**src/rtl/fix_value_reader_pkg.sv**
```systemverilog
// Shared table geometry, FSM encodings and entry layout for the host value table reader/writer.
package fix_value_reader_pkg;

    localparam int unsigned HOST_ADDR_WIDTH  = 8;
    localparam int unsigned VALUE_DATA_WIDTH = 64;
    localparam int unsigned VALUE_SIZE       = 8;
    localparam int unsigned ENTRY_WIDTH      = VALUE_SIZE + VALUE_DATA_WIDTH;

    localparam logic [2:0] FVR_IDLE = 3'd0;
    localparam logic [2:0] FVR_WAIT = 3'd1;
    localparam logic [2:0] FVR_LOAD = 3'd2;
    localparam logic [2:0] FVR_SEND = 3'd3;
    localparam logic [2:0] FVR_DONE = 3'd4;

    // Table entry: byte count in the upper field, little-endian value bytes below.
    typedef struct packed {
        logic [VALUE_SIZE-1:0]       size;
        logic [VALUE_DATA_WIDTH-1:0] value;
    } value_entry_t;

endpackage

```
**src/rtl/fix_value_reader.sv**
```systemverilog
// Fetches one {size,value} entry from the host value table and streams its bytes, LSB first.
module fix_value_reader
    import fix_value_reader_pkg::*;
#(
    parameter int unsigned ADDR_WIDTH = HOST_ADDR_WIDTH,
    parameter int unsigned DATA_BITS  = VALUE_DATA_WIDTH,
    parameter int unsigned SIZE_BITS  = VALUE_SIZE
) (
    input  logic                           clk,
    input  logic                           rst_n,
    input  logic                           req_valid,
    output logic                           req_ready,
    input  logic [ADDR_WIDTH-1:0]          req_addr,
    output logic [ADDR_WIDTH-1:0]          ram_addr,
    input  logic [SIZE_BITS+DATA_BITS-1:0] ram_q,
    output logic                           out_valid,
    input  logic                           out_ready,
    output logic [7:0]                     out_byte,
    output logic                           out_last,
    output logic                           done,
    output logic                           err
);

    localparam int unsigned MAX_BYTES = DATA_BITS / 8;
    localparam int unsigned CNT_W     = $clog2(MAX_BYTES + 1);
    localparam int unsigned Q_W       = SIZE_BITS + DATA_BITS;

    logic [2:0]            state, state_d;
    logic [CNT_W-1:0]      cnt, cnt_d;
    logic [CNT_W-1:0]      len, len_d;
    logic [DATA_BITS-1:0]  shift, shift_d;
    logic                  err_flag, err_flag_d;
    logic                  req_ready_d;
    logic [ADDR_WIDTH-1:0] ram_addr_d;
    logic                  out_valid_d;
    logic [7:0]            out_byte_d;
    logic                  out_last_d;
    logic                  done_d;
    logic                  err_d;

    logic [SIZE_BITS-1:0]  q_size;
    logic [DATA_BITS-1:0]  q_value;
    logic                  q_over;
    logic [CNT_W-1:0]      q_len;
    logic [CNT_W-1:0]      cnt_inc;

    assign q_size  = ram_q[Q_W-1 -: SIZE_BITS];
    assign q_value = ram_q[DATA_BITS-1:0];
    assign q_over  = q_size > SIZE_BITS'(MAX_BYTES);
    assign q_len   = q_over ? CNT_W'(MAX_BYTES) : CNT_W'(q_size);
    assign cnt_inc = cnt + CNT_W'(1);

    // State and registered outputs
    always_ff @(posedge clk or negedge rst_n) begin
        if (!rst_n) begin
            state     <= FVR_IDLE;
            cnt       <= '0;
            len       <= '0;
            shift     <= '0;
            err_flag  <= 1'b0;
            req_ready <= 1'b1;
            ram_addr  <= '0;
            out_valid <= 1'b0;
            out_byte  <= '0;
            out_last  <= 1'b0;
            done      <= 1'b0;
            err       <= 1'b0;
        end else begin
            state     <= state_d;
            cnt       <= cnt_d;
            len       <= len_d;
            shift     <= shift_d;
            err_flag  <= err_flag_d;
            req_ready <= req_ready_d;
            ram_addr  <= ram_addr_d;
            out_valid <= out_valid_d;
            out_byte  <= out_byte_d;
            out_last  <= out_last_d;
            done      <= done_d;
            err       <= err_d;
        end
    end

    // Next-state and next-output logic; done/err default low so they only pulse
    always_comb begin
        state_d     = state;
        cnt_d       = cnt;
        len_d       = len;
        shift_d     = shift;
        err_flag_d  = err_flag;
        req_ready_d = req_ready;
        ram_addr_d  = ram_addr;
        out_valid_d = out_valid;
        out_byte_d  = out_byte;
        out_last_d  = out_last;
        done_d      = 1'b0;
        err_d       = 1'b0;

        case (state)
            FVR_IDLE: begin
                if (req_valid) begin
                    ram_addr_d  = req_addr;
                    req_ready_d = 1'b0;
                    state_d     = FVR_WAIT;
                end
            end
            FVR_WAIT: begin
                state_d = FVR_LOAD;
            end
            FVR_LOAD: begin
                len_d      = q_len;
                err_flag_d = q_over;
                cnt_d      = '0;
                if (q_len == '0) begin
                    done_d  = 1'b1;
                    err_d   = q_over;
                    state_d = FVR_DONE;
                end else begin
                    out_valid_d = 1'b1;
                    out_byte_d  = q_value[7:0];
                    out_last_d  = (q_len == CNT_W'(1));
                    shift_d     = q_value >> 8;
                    state_d     = FVR_SEND;
                end
            end
            FVR_SEND: begin
                // Byte registers only advance on a handshake, so they hold while stalled
                if (out_ready) begin
                    if (out_last) begin
                        out_valid_d = 1'b0;
                        out_last_d  = 1'b0;
                        out_byte_d  = '0;
                        done_d      = 1'b1;
                        err_d       = err_flag;
                        state_d     = FVR_DONE;
                    end else begin
                        cnt_d      = cnt_inc;
                        out_byte_d = shift[7:0];
                        out_last_d = (cnt_inc == len - CNT_W'(1));
                        shift_d    = shift >> 8;
                    end
                end
            end
            FVR_DONE: begin
                req_ready_d = 1'b1;
                state_d     = FVR_IDLE;
            end
            default: begin
                req_ready_d = 1'b1;
                out_valid_d = 1'b0;
                state_d     = FVR_IDLE;
            end
        endcase
    end

endmodule

```
**config.mk**
```make
export PLATFORM = sky130hd
export DESIGN_NAME = fix_value_reader
export DESIGN_NICKNAME = d
export VERILOG_FILES = /design/src/rtl/fix_value_reader_pkg.sv /design/src/rtl/fix_value_reader.sv
export SDC_FILE = /design/constraint.sdc
export NUM_CORES = 1
export LEC_CHECK = 0
export CELL_PAD_IN_SITES_DETAIL_PLACEMENT = 0
export CELL_PAD_IN_SITES_GLOBAL_PLACEMENT = 1
export CORE_ASPECT_RATIO = 0.6
export CORE_MARGIN = 2
export CORE_UTILIZATION = 41
export CTS_BUF_LIST = sky130_fd_sc_hd__clkbuf_4 sky130_fd_sc_hd__clkbuf_8
export DETAILED_ROUTE_END_ITERATION = 6
export HOLD_SLACK_MARGIN = 0.08
export PLACE_DENSITY_LB_ADDON = 0.25
export SYNTH_ARGS = -nofsm -noshare
export SYNTH_HDL_FRONTEND = slang
export SYNTH_SLANG_ARGS = --single-unit
```
**constraint.sdc**
```tcl
create_clock -name clk -period 5.8 [get_ports clk]
set_input_delay 1.74 -clock clk [delete_from_list [all_inputs] [get_ports clk]]
set_output_delay 1.74 -clock clk [all_outputs]
set_load 0.05 [all_outputs]
```
# Yosys cells after proc, flatten, opt, wreduce, memory -nomap -nowiden
# Cells that the tools add are included.
classes:
  addsub: 2
  magnitude_cmp: 1
  eq_ne: 11
  mux: 35
  n_bitwise: 2
  reduce_logical: 12
op_table:
  columns: ["operator", "count"]
  rows:
  - ["64-bit two-way mux", 3]
  - ["64-bit case mux with 2 select lines", 1]
  - ["8-bit two-way mux", 3]
  - ["8-bit case mux with 2 select lines", 1]
  - ["1-bit two-way mux", 13]
  - ["3-bit two-way mux", 4]
  - ["4-bit two-way mux", 3]
  - ["3-bit case mux with 4 select lines", 1]
  - ["2-bit inequality test, second input constant", 5]
  - ["3-bit AND reduction", 3]
  - ["8-bit by 4-bit greater-than comparator with 1-bit output, second input constant", 1]
  - ["1-bit case mux with 2 select lines", 4]
  - ["4-bit case mux with 2 select lines", 1]
  - ["4-bit AND reduction", 2]
  - ["3-bit by 2-bit == test with 1-bit output, second input constant", 2]
  - ["3-bit OR reduction", 2]
  - ["4-bit by 1-bit adder with 4-bit output, second input constant", 1]
  - ["4-bit by 1-bit == test with 1-bit output, second input constant", 1]
  - ["4-bit == test", 1]
  - ["4-bit zero test", 1]
  - ["2-bit AND reduction", 2]
  - ["4-bit by 1-bit subtractor with 4-bit output, second input constant", 1]
  - ["3-bit by 1-bit == test with 1-bit output, second input constant", 1]
  - ["3-bit == test, second input constant", 1]
  - ["other kinds (4)", 5]
word_totals:
  register_bits: 97
  input_bits: 84
  out_inout_bits: 21
  elab_cells: 75

# Depth between registers and ports, before layout
depth:
  ltp_word: 5
  depth_mapped: 9
  depth_no_buf: 6

# Worst setup path before layout
# Ideal clock, no wire load.
synth_timing:
  path_type: "input -> register"
  startpoint: "input ram_q[71]"
  endpoint: "register shift[0]"
  setup_time_ps: 82
  arrival_ps: 3440
  required_ps: 5718
  path_slack_ps: 2278
  cell_stages: 7
  n_path_buf: 3
  cell_sequence: "or4_1 -> or4_4 -> buf_6 -> and2_4 -> buf_6 -> buf_6 -> a31oi_1"
synth_via:
  elab_chain_cells: 5
synth_lines:
  columns: ["item", "line", "rtl"]
  rows:
  - ["start: declaration", "fix_value_reader.sv:15", "input logic [SIZE_BITS+DATA_BITS-1:0] ram_q,"]
  - ["8-bit by 4-bit greater-than comparator with 1-bit output", "fix_value_reader.sv:49", "assign q_over = q_size > SIZE_BITS'(MAX_BYTES);"]
  - ["4-bit two-way mux", "fix_value_reader.sv:50", "assign q_len = q_over ? CNT_W'(MAX_BYTES) : CNT_W'(q_size);"]
  - ["4-bit zero test", "fix_value_reader.sv:114", "if (q_len == '0) begin"]
  - ["2-bit inequality test (no line)", null, null]
  - ["4-bit AND reduction (no line)", null, null]
  - ["end signal: assignment", "fix_value_reader.sv:72", "shift <= shift_d;"]
  - ["end: declaration", "fix_value_reader.sv:31", "logic [DATA_BITS-1:0] shift, shift_d;"]
# No other way between the ends.
# A chain may end at the register's enable or synchronous reset.

# Final worst setup path
layout_timing:
  startpoint: "input ram_q[71]"
  endpoint: "register shift[52]"
# The elaborated chain is that of the path after synthesis.

==> run summary <==
In this run the worst setup path terminates at shift[52]. The maximum achievable frequency is 250 MHz. The worst min-delay path class is reg -> reg.

The largest fanout on the critical path is 62. The overall die area is 11,200 µm². The per-cell via count in the routed design is 5.40. The antenna cell count is 0. The overall overflow remaining after global route is 0. The pin count of the biggest net entering global routing is 90. The number of input and output port buffers inserted is 104. The length in cells of the worst reg-to-reg path is 4. VDD sags by at most 248 µV. The register area is 2230 µm².

The share of the cycle needed by the critical path after routing came out at 69.0%. The total clock buffers created by CTS is 9. The layout overhead on the synthesized area came out at 28.1%. The count of instances resized after the clock tree is built is 0. The core region is 9950 µm². The worst setup path is captured at a flip-flop.

The number of global-route vias before repair is 3,493. After synthesis, the share of flip-flops with an asynchronous set or reset is 100%. Setup violations remaining at the end of the flow were counted as 0. The half-perimeter wire length after detailed placement is 7400 µm.

STA puts the critical path data required time at 6.08 ns. The number of sinks driven by the clock tree is 89. The run finished with clean final reports.

The number of standard cells in the final layout excluding fillers came out at 688. The initial utilization of the core area, before any placement, comes to 42.6%. The worst register-to-register path begins at state[1]. The clock tree synthesis step divided the H-tree into 3 levels. Synthesis inferred 89 register bits.

The congestion estimate from routability-driven global placement came to 0.780. The first global-routing pass estimated 18,000 µm of wire. The total setup buffers inserted after CTS is 0. In this run the deepest clock path goes through 2 buffers. The layer flagged by global routing as most heavily used is met1. The number of I/O pins came out at 105.

Max-cap violations in this run came to 0. The register-to-register path setup slack is 3.13 ns. The cell-internal power came out at 1.71 mW. TritonCTS built the clock tree.

Counting flops with a built-in enable in the synthesized netlist gives 0. The clock network power share is 12.1%. In the final timing run, aggregate negative setup slack is 0 ns.

The final worst clock skew is 0.0127 ns. The initial antenna violation count is 0. The power density of the placed cells is 585 nW/µm². The remaining max-slew budget at the tightest pin came out at 20.6%. The hold buffer count at CTS is 0. The insertion delay of the later-clocked pin in the worst-skew pair came out at 0.36 ns. The total wirelength of the detailed-routed design is 11,100 µm. The cell area that synthesis handed to floorplanning was 4240 µm². The destination of the worst register-to-register timing path is shift[52]. For met3 alone, demand over resource in global routing was 4.80%.

The share of cells above drive strength 1 came out at 5.79%. The width of the die came out at 135 µm. Across every metal layer, demand over resource in global routing totals 20.9%. In this run, the combinational gates consume 52.9% of the power. In the layout the commonest cells are sky130_fd_sc_hd__nand2_1 (116), sky130_fd_sc_hd__clkdlybuf4s50_1 (103), sky130_fd_sc_hd__dfrtp_1 (88). The most used flip-flop cell after synthesis is sky130_fd_sc_hd__dfrtp_1. After clock tree synthesis, the clock-pin slew on the worst setup and hold paths is 0.08 ns. The final net count is 636. The detailed router's first-iteration violation count came out at 340. The number of max-slew violations in the final report came out at 0. The met1 global-route usage is 31.1%. Setup repair after global routing left no endpoint under its margin.

The most common cell after layout, fill and taps aside is sky130_fd_sc_hd__nand2_1. The endpoint arrival time on the critical path is 4.28 ns. After detailed placement, the design holds a cell count of 674. The total nets after synthesis came out at 558. The net switching fraction of the power came out at 46.2%. The switching power came out at 1.47 mW.

The number of instances in the synthesized netlist is 472. The residual DRC count came out at 0. In this run the vertical extent of the chip is 82.8 µm.

The floorplan has 28 rows. Fill cells in the final layout number 939. The routed layout has 3,716 vias. For this design the static power due to leakage is 2.21 nW.

Clock tree synthesis selected as its root buffer the cell sky130_fd_sc_hd__clkbuf_8. The relative contribution of sequential cells to total power is 34.9%. The count of antenna-violating nets left after detailed routing is 0. The worst setup path is launched from an input port.

The global-route track usage on met2 is 30.6%. At the pin with the least slew margin, the transition time is 1.18 ns. The first detailed-routing pass took 5 iterations.

Yosys printed 0 warnings. The critical path is of the in -> reg type. On the final layout, the worst hold slack is 0.496 ns. The average cell area after synthesis came out at 8.99 µm². The worst setup path startpoint is ram_q[71].

The share of the yosys chip area belonging to registers came out at 52.5%. The final hold violation count came out at 0. The multi-input combinational cells in the finished layout cover a total of 1760 µm². The worst path needs 4.00 ns of the cycle, external delays included. The count of distinct cell types in the synthesized netlist is 36. The average detailed-routed wire length per instance came out at 16.1 µm.
## layer usage
| metal | vias up | wire, µm |
|---|---|---|
| met5 | - | 0 |
| met1 | 1795 | 5520 |
| li1 | 1805 | - |
| met3 | 10 | 764 |
| met4 | 0 | 97 |
| met2 | 106 | 4680 |
## registers in the layout, indices dropped and copies added, names as in the netlist
| name | cells |
|---|---|
| cnt | 4 |
| len | 4 |
| req_ready | 1 |
| state | 3 |
| shift | 56 |
| out_valid | 1 |
| err | 1 |
| err_flag | 1 |
| out_byte | 8 |
| ram_addr | 8 |
| out_last | 1 |
| done | 1 |
## layout make-up
class / instances / share of cell area [%]
Timing Repair Buffer: 107 / 19.5
Inverter: 12 / 0.829
Clock buffer: 12 / 2.81
Multi-Input combinational cell: 331 / 32.4
Sequential cell: 89 / 41.0
Tap cell: 135 / 3.11
Clock inverter: 2 / 0.299
## cell families after synthesis
| family | Yosys count | synth area share (%) |
|---|---|---|
| and+or+nand+nor | 170 | 18.1 |
| DFF | 89 | 52.5 |
| AOI/OAI and AO/OA | 142 | 18.7 |
| adders and majority gates | 2 | 0.590 |
| buffers and inverters | 52 | 6.02 |
| muxes | 9 | 2.39 |
| xor gates and xnor gates | 8 | 1.65 |
## worst min path at each step
stage | startpoint | to | slack [ns] | depth (start not counted)
after floorplan | err_flag | err_flag | 0.44 | 2
after global placement | err_flag | err_flag | 0.46 | 2
after detailed placement | req_ready | req_ready | 0.48 | 2
after CTS | req_ready | req_ready | 0.50 | 2
after global routing | ram_addr[5] | ram_addr[5] | 0.53 | 1
final | req_ready | req_ready | 0.50 | 2
## worst max-delay path, stage by stage
cell and delay [ns]:
sky130_fd_sc_hd__clkdlybuf4s50_1 0.41, sky130_fd_sc_hd__or4_1 0.57, sky130_fd_sc_hd__or4_4 0.85, sky130_fd_sc_hd__and2_4 0.43, sky130_fd_sc_hd__o21ai_0 0.23
## through the flow
step	utilization (%)	total power, mW	setup slack [ns]	instance area, µm²
2_1_floorplan	-	2.37	2.28	4240
3_3_place_gp	52.9	2.77	1.47	5270
3_5_place_dp	52.9	2.81	1.42	5270
4_1_cts	54.6	3.20	1.80	5430
5_1_grt	54.6	3.43	1.71	5430
6_report	54.6	3.18	1.80	5430
## Yosys cell counts, types with 3 or more instances
cell type	n	area share, %
sky130_fd_sc_hd__nand3b_1	9	1.6
sky130_fd_sc_hd__mux2_2	9	2.4
sky130_fd_sc_hd__buf_1	5	0.44
sky130_fd_sc_hd__a31oi_1	58	8.6
sky130_fd_sc_hd__nor2b_1	5	0.74
sky130_fd_sc_hd__nor3_1	4	0.47
sky130_fd_sc_hd__nand4_1	10	1.5
sky130_fd_sc_hd__nand3_1	4	0.47
sky130_fd_sc_hd__nand2_1	116	10
sky130_fd_sc_hd__a21oi_1	58	6.8
sky130_fd_sc_hd__xnor2_1	5	1.0
sky130_fd_sc_hd__clkbuf_1	24	2.1
sky130_fd_sc_hd__buf_2	3	0.35
sky130_fd_sc_hd__o21ai_0	22	2.6
sky130_fd_sc_hd__nor2_1	8	0.71
sky130_fd_sc_hd__buf_6	7	1.9
sky130_fd_sc_hd__inv_1	12	1.1
sky130_fd_sc_hd__xor2_1	3	0.62
sky130_fd_sc_hd__dfrtp_1	88	52
sky130_fd_sc_hd__nor4_1	3	0.44
## power by group through the flow
stage / sequential, mW / clock, mW / combinational (mW)
2_1_floorplan: 1.29 / 0 / 1.08
3_3_place_gp: 1.11 / 0 / 1.66
3_5_place_dp: 1.12 / 0 / 1.69
4_1_cts: 1.11 / 0.397 / 1.69
5_1_grt: 1.15 / 0.425 / 1.86
6_report: 1.11 / 0.386 / 1.68
Note: power is estimated with default switching activity, not from simulation.
==> edit 1: new RTL, config.mk and constraints unchanged <==
Make the reset (`rst_n`) synchronous in one clocked block.
--- a/src/rtl/fix_value_reader.sv
+++ b/src/rtl/fix_value_reader.sv
@@ -51,7 +51,7 @@
     assign cnt_inc = cnt + CNT_W'(1);
 
     // State and registered outputs
-    always_ff @(posedge clk or negedge rst_n) begin
+    always_ff @(posedge clk) begin
         if (!rst_n) begin
             state     <= FVR_IDLE;
             cnt       <= '0;
Behaviour: differs if rst_n is asserted again (counterexample within 4 cycles, from zero or initial values and one cycle with rst_n low); with rst_n held inactive, the same outputs for 10 cycles.
==> edit 1 against the unedited design <==
Fmax rose by 7.5%. Design area rose by 1.1%. Cell count rose by 3.1%. Worst setup slack improved by 0.28 ns. Critical path type unchanged. Die area rose by 0.29%. Wire length rose by 6.9%. Largest cell class is now multi-input combinational cells. Worst hold slack got worse by 0.034 ns. Global-route usage rose by 0.87 points. Area after synthesis rose by 0.29%. Highest routed layer unchanged. Sequential cell count did not move. Via count rose by 9.6%.
Power is not compared: it rests on default switching activity, and its combinational part moved more than twofold at a synthesized area within 25%.
==> edit 1: results (changes against the unedited design) <==
[route]
wirelength_um=11800  ; +6.9%
drtIter0Drc=381  ; +12%
avgViaCountPerCell=5.74  ; +6.3%
wl_per_cell_um=16.7  ; +3.8%

[critical_path]
reg2reg_to=out_last
cp.arrival_ns=3.99  ; -0.29 ns
cp_max_fo=43  ; -31%
reg2reg_slack_ns=2.87  ; -0.26 ns
r2r-start=state[0]

[sta]
maxSlewHeadroom=0.238  ; +0.0319

[yosys]
ys_seq_area_frac=0.419  ; -0.107
syn-num-nets=583  ; +4.5%
yosys.cell_types.count=42  ; +17%
syn-instance-count=497  ; +5.3%
synthTopCellsByCount=124 x nand2_1, 89 x dfxtp_1, 57 x nand4_1

[grt]
grt.total_usage=0.217  ; +0.00866
grt_pass1_vias=3848  ; +10%
grt_first_pass_wirelength_um=19600  ; +8.7%
grt_max_degree=65  ; -28%

[place]
gp_congestion=0.832  ; +6.6%
placed_cells=693  ; +2.8%

[worst_hold_path]
hold_end=err

[status]
status=finished, final reports clean

[clock_tree]
clock_latency_ns=0.38  ; +0.02 ns

[final_layout]
num-nets-final=655  ; +3.0%

-- edit 1: changes by cell type in the layout (fill, tap and decap cells not counted), sizes merged, moves of 8 or more --
cell,before,now
o21ai,22,14
nor3b,0,9
dfxtp,0,89
o211a,0,49
mux2,9,0
a221o,0,8
a21oi,58,4
a31oi,58,4
dfrtp,88,0
nand2,116,124
nand4,10,57
a21boi,0,24
o311a,0,8
-- edit 1: metal layers --
metal | GRT usage | up-vias | wire length [um]
li1 | - | 1976 | -
met2 | 0.313 | 174 | 4870
met1 | 0.315 | 1909 | 5730
met5 | 0 | - | 0
met4 | 0.0616 | 0 | 124
met3 | 0.0617 | 13 | 1110
-- edit 1: critical path, stage by stage --
cell and delay, ns:
clkdlybuf4s50_1 0.56, nand2b_1 0.14, a21oi_4 0.89, buf_4 0.37
nand4_1 0.12, o211a_1 0.16
-- edit 1: worst max-delay path by stage --
stage	start	endpoint	slack (ns)	depth (start not counted)
final	out_ready	shift[37]	2.08	6
after global routing	out_ready	shift[52]	1.87	6
after CTS	out_ready	shift[37]	2.10	6
after detailed placement	out_ready	shift[45]	1.71	6
after global placement	ram_q[71]	shift[8]	1.76	5
after floorplan	ram_q[71]	shift[10]	2.43	6
-- edit 1: cell type report --
class / count / area (um2)
Fill cell: 941 / 4490
Multi-Input combinational cell: 355 / 2270
Sequential cell: 89 / 1780
Timing Repair Buffer: 109 / 1070
Tap cell: 135 / 169
Clock buffer: 9 / 124
Clock inverter: 7 / 52.6
Inverter: 5 / 18.8
-- edit 1: metrics by stage --
step	instance area (um2)	worst slack, ns	util	hold WS, ns
finish	5490	2.08	0.550	0.462
global route	5490	1.87	0.550	0.471
CTS	5490	2.10	0.550	0.449
detailed placement	5320	1.71	0.533	0.441
global placement	5320	1.76	0.533	0.442
floorplan	4260	2.43	-	0.411
-- edit 1: power by group through the flow --
stage	Combinational, mW	Sequential [mW]	Clock (mW)
after floorplan	0.136	0.741	0
after global placement	0.281	0.709	0
after detailed placement	0.285	0.711	0
after CTS	0.287	0.697	0.409
after global routing	0.311	0.704	0.430
final	0.286	0.698	0.393
-- edit 1: kinds of logic after synthesis --
group,share of synthesized area
flip-flops,0.419
buffers and inverters,0.0515
adder cells (fa/ha/maj),0.00588
AND/OR/NAND/NOR,0.267
AO/OA/AOI/OAI,0.240
XOR/XNOR,0.0165
==> edit 2: new RTL, config.mk and constraints unchanged <==
Without the edit above. `VALUE_SIZE`: 8 -> 16.
--- a/src/rtl/fix_value_reader_pkg.sv
+++ b/src/rtl/fix_value_reader_pkg.sv
@@ -3,7 +3,7 @@
 
     localparam int unsigned HOST_ADDR_WIDTH  = 8;
     localparam int unsigned VALUE_DATA_WIDTH = 64;
-    localparam int unsigned VALUE_SIZE       = 8;
+    localparam int unsigned VALUE_SIZE       = 16;
     localparam int unsigned ENTRY_WIDTH      = VALUE_SIZE + VALUE_DATA_WIDTH;
 
     localparam logic [2:0] FVR_IDLE = 3'd0;
Interface: changed (resized ram_q); port bits go from 105 to 113. The function was not compared with the original's and may differ.
==> edit 2 against the unedited design <==
Total power down 7.9%. Wire length is 11% lower. Worst setup slack better by 0.29 ns. Register-to-register slack better by 0.28 ns. Area after synthesis is 4.2% higher. Sequential cell count unchanged. Largest power group unchanged. Design area up 6.1%. Critical path type is now reg2out. Sequential power down 6%.
==> edit 2: results (changes against the unedited design) <==
[route]
dr_wl_met3_um=529  ; -31%
wirelength_um=9900  ; -11%
drt-met1-wl_um=5140  ; -6.9%
drtIter0Drc=194  ; -43%
met2_length_um=4160  ; -11%
firstDrtPassIters=4  ; -1
routed-via-count=3121  ; -16%

[status]
status=finished, final reports clean

[grt]
antenna_found_initial=1  ; +1
grt.total_usage=0.180  ; -0.0281
grt_first_pass_wirelength_um=16700  ; -7.3%
use_met2=0.257  ; -0.0496
grt_pass1_vias=3207  ; -8.2%
use_met3=0.0536  ; +0.00566

[critical_path]
reg2reg_slack_ns=3.41  ; +0.28 ns
cpPeakStageDelay_ns=0.92  ; +0.07 ns
r2r_cells=6  ; +2
r2r-start=out_last
reg2reg_to=shift[26]
critPathTopFamily=buffers and inverters
critPathSlowestCell=clkdlybuf4s50_1
cp_max_fo=15  ; -76%
cp.arrival_ns=1.97  ; -2.31 ns

[sta]
worst_slew_pin_slew_ns=0.963  ; -0.218 ns
holdWs_ns=0.476  ; -0.0193 ns
finalClockSkew_ns=0.00696  ; -0.00573 ns

[yosys]
ys_seq_area_frac=0.504  ; -0.0214
yosys.cell_types.count=41  ; +14%
synth_mux_area_frac=0.129  ; +0.105
synth_compound_area_frac=0.160  ; -0.0274
synthTopCellsByCount=88 x dfrtp_1, 85 x nand2_1, 48 x mux2i_1
yosys-top-cells-area=dfrtp_1 50%, mux2i_1 11%, o21ai_2 8.9%
synth_fa_ha_area_frac=0.00566  ; -0.000240
syn-num-nets=494  ; -11%
syn-instance-count=400  ; -15%

[place]
hpwl_um=7240  ; -2.2%
gp_congestion=0.806  ; +3.3%

[pwr]
leakagePower_nw=2.39  ; +8.2%
power_frac_comb=0.494  ; -0.035
power_frac_seq=0.357  ; +0.008
ir_drop_mv=0.278  ; +12%
swShare=0.420  ; -0.0416

[final_layout]
final-instance-count-excl-fill=646  ; -6.1%
num-nets-final=596  ; -6.3%

==> edit 2: final cells by class <==
class,instances,area [um2]
clock inverter,3,40.0
timing repair buffer,116,1150
tap,139,174
inverter,4,15.0
sequential,89,2230
multi-input combinational,282,2000
fill,935,4760
clock buffer,13,160
==> edit 2: how the worst max path moves through the flow <==
stage,startpoint,endpoint,slack (ns),depth (start not counted)
4_1_cts,out_last,out_last,2.07,1
6_report,out_last,out_last,2.09,1
5_1_grt,out_ready,shift[49],1.87,7
3_5_place_dp,out_ready,shift[41],1.75,7
3_3_place_gp,out_ready,shift[43],1.80,7
2_1_floorplan,ram_q[78],shift[10],2.86,5
==> edit 2: stage by stage <==
step	area, um2	setup slack (ns)	power [mW]
floorplan	4420	2.86	2.22
detailed placement	5560	1.75	2.53
finish	5760	2.09	2.93
CTS	5760	2.07	2.97
global route	5760	1.87	3.15
global placement	5560	1.80	2.49
